[src/rtl/multiplier.sv]
// ============================================================================
//  Module      : multiplier
//  Description : Sequential shift-add unsigned multiplier. Two N-bit operands
//                are captured on an accepted en request and a 2N-bit product
//                is produced one multiplier bit per CALC cycle, announced by a
//                single-cycle done pulse.
//                Optional macro MULTIPLIER_EARLY_EXIT_EN: CALC ends as soon as
//                no set multiplier bits remain (result is unchanged).
//  Revision    : 1.0 - initial release
// ============================================================================
`default_nettype none

module multiplier #(
    parameter int N = 21
) (
    input  logic           clk,
    input  logic           rst,
    input  logic           en,
    input  logic [N-1:0]   a,
    input  logic [N-1:0]   b,
    output logic [2*N-1:0] product,
    output logic           done,
    output logic           busy
);

    localparam int CW = $clog2(N + 1);
    localparam logic [CW-1:0] c_last = CW'(N - 1);

    typedef enum logic [1:0] {
        IDLE = 2'd0,
        INIT = 2'd1,
        CALC = 2'd2,
        DONE = 2'd3
    } state_t;

    state_t          r_state;
    logic [N-1:0]    r_a;
    logic [N-1:0]    r_b;
    logic [2*N-1:0]  r_acc;
    logic [2*N-1:0]  r_mcand;
    logic [N-1:0]    r_mplier;
    logic [CW-1:0]   r_cnt;

    // Partial-product sum and the multiplier as it will look after this shift
    logic [2*N-1:0]  w_sum;
    logic [N-1:0]    w_mplier_next;
    logic            w_calc_last;

    // Adder and termination condition for the current CALC iteration
    always_comb begin
        w_sum         = r_acc + r_mcand;
        w_mplier_next = r_mplier >> 1;
`ifdef MULTIPLIER_EARLY_EXIT_EN
        // Stop once the bit being consumed now is the last set one
        w_calc_last   = (r_cnt == c_last) || (w_mplier_next == '0);
`else
        w_calc_last   = (r_cnt == c_last);
`endif
    end

    // Control FSM with datapath registers and registered outputs
    always_ff @(posedge clk) begin
        if (rst) begin
            r_state  <= IDLE;
            r_a      <= '0;
            r_b      <= '0;
            r_acc    <= '0;
            r_mcand  <= '0;
            r_mplier <= '0;
            r_cnt    <= '0;
            product  <= '0;
            done     <= 1'b0;
            busy     <= 1'b0;
        end else begin
            case (r_state)
                IDLE: begin
                    done <= 1'b0;
                    if (en) begin
                        r_a     <= a;
                        r_b     <= b;
                        busy    <= 1'b1;
                        r_state <= INIT;
                    end
                end
                INIT: begin
                    r_acc    <= '0;
                    r_mcand  <= {{N{1'b0}}, r_a};
                    r_mplier <= r_b;
                    r_cnt    <= '0;
                    r_state  <= CALC;
                end
                CALC: begin
                    if (r_mplier[0]) begin
                        r_acc <= w_sum;
                    end
                    r_mcand  <= r_mcand << 1;
                    r_mplier <= w_mplier_next;
                    r_cnt    <= r_cnt + 1'b1;
                    if (w_calc_last) begin
                        r_state <= DONE;
                    end
                end
                DONE: begin
                    product <= r_acc;
                    done    <= 1'b1;
                    busy    <= 1'b0;
                    r_state <= IDLE;
                end
                default: begin
                    busy    <= 1'b0;
                    r_state <= IDLE;
                end
            endcase
        end
    end

endmodule

`default_nettype wire

[config.mk]
export PLATFORM = sky130hd
export DESIGN_NAME = multiplier
export DESIGN_NICKNAME = d
export VERILOG_FILES = /design/src/rtl/multiplier.sv
export SDC_FILE = /design/constraint.sdc
export NUM_CORES = 1
export LEC_CHECK = 0
export ABC_AREA = 1
export CAP_MARGIN = 20
export CELL_PAD_IN_SITES_DETAIL_PLACEMENT = 0
export CELL_PAD_IN_SITES_GLOBAL_PLACEMENT = 1
export CORE_ASPECT_RATIO = 0.9
export CORE_UTILIZATION = 40
export DETAILED_ROUTE_END_ITERATION = 6
export GPL_TIMING_DRIVEN = 0
export PLACE_DENSITY = 0.84
export SKIP_LAST_GASP = 1
export SLEW_MARGIN = 20
export SYNTH_ARGS = -nofsm -noshare
export SYNTH_HDL_FRONTEND = slang
export SYNTH_SLANG_ARGS = --single-unit
[constraint.sdc]
create_clock -name clk -period 3.3 [get_ports clk]
set_clock_uncertainty 0.1 [all_clocks]
set_input_delay 0.495 -clock clk [delete_from_list [all_inputs] [get_ports clk]]
set_output_delay 0.495 -clock clk [all_outputs]
set_load 0.01 [all_outputs]
Yosys cells after proc, flatten, opt, wreduce, memory -nomap -nowiden
Cells that the tools add are included.
{ "totals": {"ff_bits": 198, "latchBits": 0, "mem_bits_rw": 0, "rom_bits": 0, "input_bits": 45, "wordCells": 37, "memories": 0} }
{ "op_classes": {"add_sub_neg": 2, "n_mul": 0, "div_mod_pow": 0, "magnitude_cmp": 0, "eq_ne": 7, "n_shift": 0, "mux": 11, "bitwise": 0, "n_reduce_logical": 7} }
{ "ops": {"columns": ["op", "count"], "rows": [
  ["$pmux 42 s2", 2],
  ["$add 42x42->42", 1],
  ["$mux 42", 1],
  ["$pmux 21 s2", 1],
  ["$pmux 5 s2", 1],
  ["$pmux 2 s4", 1],
  ["$reduce_and 2->1", 4],
  ["$ne 2x2->1 const B", 3],
  ["$add 5x1->5 const B", 1],
  ["$eq 5x5->1 const B", 1],
  ["$eq 2x2->1 const B", 2],
  ["$mux 2", 2],
  ["$pmux 1 s2", 2],
  ["$reduce_bool 2->1", 2],
  ["$eq 2x1->1 const B", 1],
  ["$logic_not 2->1", 1],
  ["$mux 1", 1]
]} }

Depth between registers and ports, before layout
{ "logic_depth": {"ltp_word": 3, "depth_mapped": 15, "mapped_depth_nobuf": 15} }

Worst setup path after synthesis
Ideal clock, no wire load.
{ "synth_path": {"kind": "reg-to-reg", "startpoint": "register r_acc[0]", "endpoint": "register r_acc[28]", "setup_ns": 0.132, "arrival_time_ns": 1.715, "required_time_ns": 3.068, "slack_ns": 1.353, "stages_incl_launch_ff": 15, "n_path_buf": 0, "synth_period_minus_slack_ns": 1.947, "cell_sequence": "dfxtp_1 -> ha_1 -> inv_1 -> fa_1 -> inv_1 -> nand2_1 -> nand2_1 -> and2_1 -> nand3b_1 -> nand3_2 -> nand2_1 -> nand2_1 -> nand2_1 -> nand3_1 -> a21oi_1"} }
{ "synth_via": {"elab_chain_cells": 3} }
{ "synth_rtl": {"columns": ["item", "line_no", "text"], "rows": [
  ["from (decl)", "39", "logic [2*N-1:0] r_acc;"],
  ["from (signal assigned)", "94", "r_acc <= w_sum;"],
  ["$add 42x42->42", "51", "w_sum = r_acc + r_mcand;"],
  ["$mux 42", "93", "if (r_mplier[0]) begin"],
  ["$pmux 42 s2", "75", "case (r_state)"]
]} }
No other way between the ends. The select of a mux whose other input is x is not followed.
A chain may end at the register's enable or synchronous reset.

Worst setup path in the final report
{ "layout_path": {"startpoint": "register r_mcand[0]", "endpoint": "register r_acc[32]"} }
{ "layout_via": {"elab_chain_cells": 3} }
{ "layout_rtl": {"columns": ["item", "line_no", "text"], "rows": [
  ["from (decl)", "40", "logic [2*N-1:0] r_mcand;"],
  ["from (signal assigned)", "87", "r_mcand <= {{N{1'b0}}, r_a};"],
  ["from (signal assigned)", "96", "r_mcand <= r_mcand << 1;"],
  ["$add 42x42->42", "51", null],
  ["$mux 42", "93", null],
  ["$pmux 42 s2", "75", null]
]} }
No other way between the ends. The select of a mux whose other input is x is not followed.

==> results.json <==
{
  "track_usage": 0.241,
  "dpl-instance-area_mm2": 0.0120,
  "period_share": 0.798,
  "synth_seq_cells": 198,
  "drive_above_1_share": 0.0528,
  "hp-class": "flip-flop to flip-flop",
  "syn-cell-area_mm2": 0.0107,
  "diodes": 0,
  "r2r-start": "r_mcand[0]",
  "hold-path-cell-count": 2,
  "synthCells": 1622,
  "end_kind": "flip-flop",
  "use_met1": 0.321,
  "synth_ff_type": "dfxtp_1",
  "cts-hold-fix-buffers": 0,
  "finalHoldViolCount": 0,
  "portBuffers": 87,
  "use_met2": 0.395,
  "antenna_found_initial": 0,
  "fin_crit_ns": 2.63,
  "htree_levels": 4,
  "path_cells": "ha_1, inv_1, fa_1, inv_1, nand2_1, nand2_1, nand3_1, nand2_2, nand2_1, nand2_2, nand3_2, nand2_1, nand2_1, nand3_1, a21oi_1",
  "hpwl_um": 25200,
  "max_stage_delay_ns": 0.42,
  "clock_sinks": 198,
  "rsz0062_at_grt": "no",
  "max_cap_violations": 0,
  "cts-root-buf": "clkbuf_16",
  "min_to": "r_b[10]",
  "area_growth_pct": 18.0,
  "r2r_slack_ns": 0.67,
  "clk_pin_slew_worst_paths_ns": 0.08,
  "ir_drop_v": 0.000347,
  "violations": "design-rule violations",
  "die_w_um": 174,
  "rows": 56,
  "fin_area_mm2": 0.0126,
  "clockBufferDepth": 2,
  "finalSetupTns_ns": 0,
  "initial_core_util": 0.408,
  "whs_ns": 0.358,
  "wl_um": 32400,
  "path_class": "flip-flop to flip-flop",
  "met3_usage": 0.0471,
  "synth_warnings": 0,
  "drtAntennaViolNets": 0,
  "slew_violations": 0,
  "via_per_inst": 4.96,
  "power_density_mw_per_mm2": 596,
  "grt_pass1_wl_um": 51200,
  "gp_congestion": 1.01,
  "grt_pass1_vias": 9531,
  "synth_nets": 1715,
  "first_pass_iters": 7,
  "ctsResizeCount": 0,
  "cts_tree": "done",
  "p_leak_nw": 5.99,
  "fp.dieH_um": 157,
  "r2r-end": "r_acc[32]",
  "yosysTopAreaCell": "dfxtp_1",
  "dieArea_mm2": 0.0273,
  "core_mm2": 0.0261,
  "ios": 89,
  "cpMostUsedCell": "nand2_1",
  "drt_iter0_markers": 715,
  "fillers": 2677,
  "synthArstFlopShare": 0,
  "grt_max_degree": 21,
  "relSlewSlack": 0.491,
  "post_cts_buffers": 0,
  "seq_area_frac_synth": 0.371,
  "synth_top_cell_area_share": 0.371,
  "synth_edf_count": 0,
  "max_freq_ghz": 0.380,
  "busiest_layer": "met2",
  "finalSetupViolations": 0,
  "nets": 1821,
  "gr-total-overflow": 0,
  "synth_cell_types": 40,
  "synth.avg_cell_area_um2": 6.58,
  "drcViolationCount": 2,
  "clock_latency_ns": 0.46,
  "synth_area_leaders": "dfxtp_1 37%, nand2_1 15%, inv_1 8.3%, a21oi_1 7.1%, nor2_1 5.7%",
  "critPathLaunchType": "flip-flop",
  "slowest_stage": "dfxtp_1",
  "worst_pin_slew_ns": 0.763,
  "status": "finished with violations",
  "cp.arrival_ns": 2.84,
  "hp-start": "r_b[10]",
  "num_vias": 10400,
  "crit_path_max_fanout": 5,
  "ff2ff_path_depth": 15,
  "cts_made_buffers": 17,
  "cp.required_ns": 3.51,
  "wl_per_cell_um": 15.5
}
## state kept, by name, indices dropped and copies added (netlist names)
| name | flops |
|---|---|
| busy | 1 |
| done | 1 |
| product | 42 |
| r_a | 21 |
| r_acc | 42 |
| r_b | 21 |
| r_cnt | 5 |
| r_mcand | 42 |
| r_mplier | 21 |
| r_state | 2 |
## cells in the final DEF (no fill, tap or decap), types with 3 or more instances in the layout
master           count
dfxtp_1            198
inv_8                5
or2_2                7
nand3_1            114
buf_2               13
nor2_2               7
inv_1              235
ha_1                47
a21oi_1            152
o21bai_1             4
o221ai_1            20
and2_1               4
clkbuf_16           17
clkbuf_1            48
o21ai_0            111
nand2_1            421
o211ai_1            19
nand3_2             11
clkinv_8             3
nand3b_1             4
nor2_1             161
buf_1                9
clkdlybuf4s50_1     87
nand2_2             14
## synth_stat cells, drive strengths merged, types with 4 or more instances
cell type  number
nand2         435
inv           236
dfxtp         198
nor2          170
a21oi         154
nand3         125
o21ai         111
clkbuf         48
ha             47
buf            23
o221ai         20
o211ai         19
or2            10
and2            5
nand3b          5
o21bai          4
## worst max-delay path, delay by kind of cell, from the launching register on
family          cells  cell delay (ns)
flops               1             0.42
compound gates      1             0.06
fa+ha+maj           2             0.74
buf+inv             2             0.22
simple gates       10             0.94
## where the power goes
| part | leakage [nW] | internal [mW] | switching [mW] |
|---|---|---|---|
| Clock | 0.303 | 1.11 | 1.09 |
| Sequential | 1.61 | 2.74 | 0.179 |
| Combinational | 4.08 | 0.727 | 1.66 |
## final cells by class
cell class / count / area, um2 / share of cell area
timing repair buffer: 87 / 871 / 0.0692
inverter: 237 / 890 / 0.0707
sequential: 198 / 3960 / 0.315
tap: 348 / 435 / 0.0346
clock buffer: 18 / 439 / 0.0349
clock inverter: 14 / 175 / 0.0139
multi-input combinational: 1116 / 5530 / 0.439
buffer: 71 / 287 / 0.0228
## worst max-delay path by stage
stage	startpoint	end	cells past startpoint
2_1_floorplan	r_acc[0]	r_acc[28]	14
3_3_place_gp	r_state[0]	product[23]	6
3_5_place_dp	r_state[0]	product[32]	6
4_1_cts	r_state[0]	product[32]	6
5_1_grt	r_mcand[0]	r_acc[36]	14
6_report	r_mcand[0]	r_acc[32]	15
## per-stage QoR
| stage | total power [mW] | std cells | setup slack [ns] | util |
|---|---|---|---|---|
| finish | 7.50 | 2089 | 0.666 | 0.482 |
| floorplan | 4.39 | 1622 | 1.35 | - |
| CTS | 7.53 | 2089 | 0.647 | 0.482 |
| global route | 7.92 | 2089 | 0.496 | 0.482 |
| global placement | 5.31 | 2057 | 0.700 | 0.458 |
| detailed placement | 5.35 | 2057 | 0.671 | 0.458 |
## cells by family (layout without fill, tap and decap cells)
kind of cell	after synthesis	in the layout	share of synthesized area
DFF	198	198	0.371
AOI/OAI and AO/OA	312	312	0.161
adders and majority gates	48	48	0.0570
buffers and inverters	308	427	0.110
xor gates and xnor gates	2	2	0.00164
and+or+nand+nor	754	754	0.299
## routing by layer
layer | wire length (um) | vias up
li1 | - | 5386
met4 | 775 | 0
met5 | 0 | -
met2 | 14600 | 221
met1 | 15500 | 4721
met3 | 1440 | 41
No activity file was read; power rests on OpenSTA's default activity.
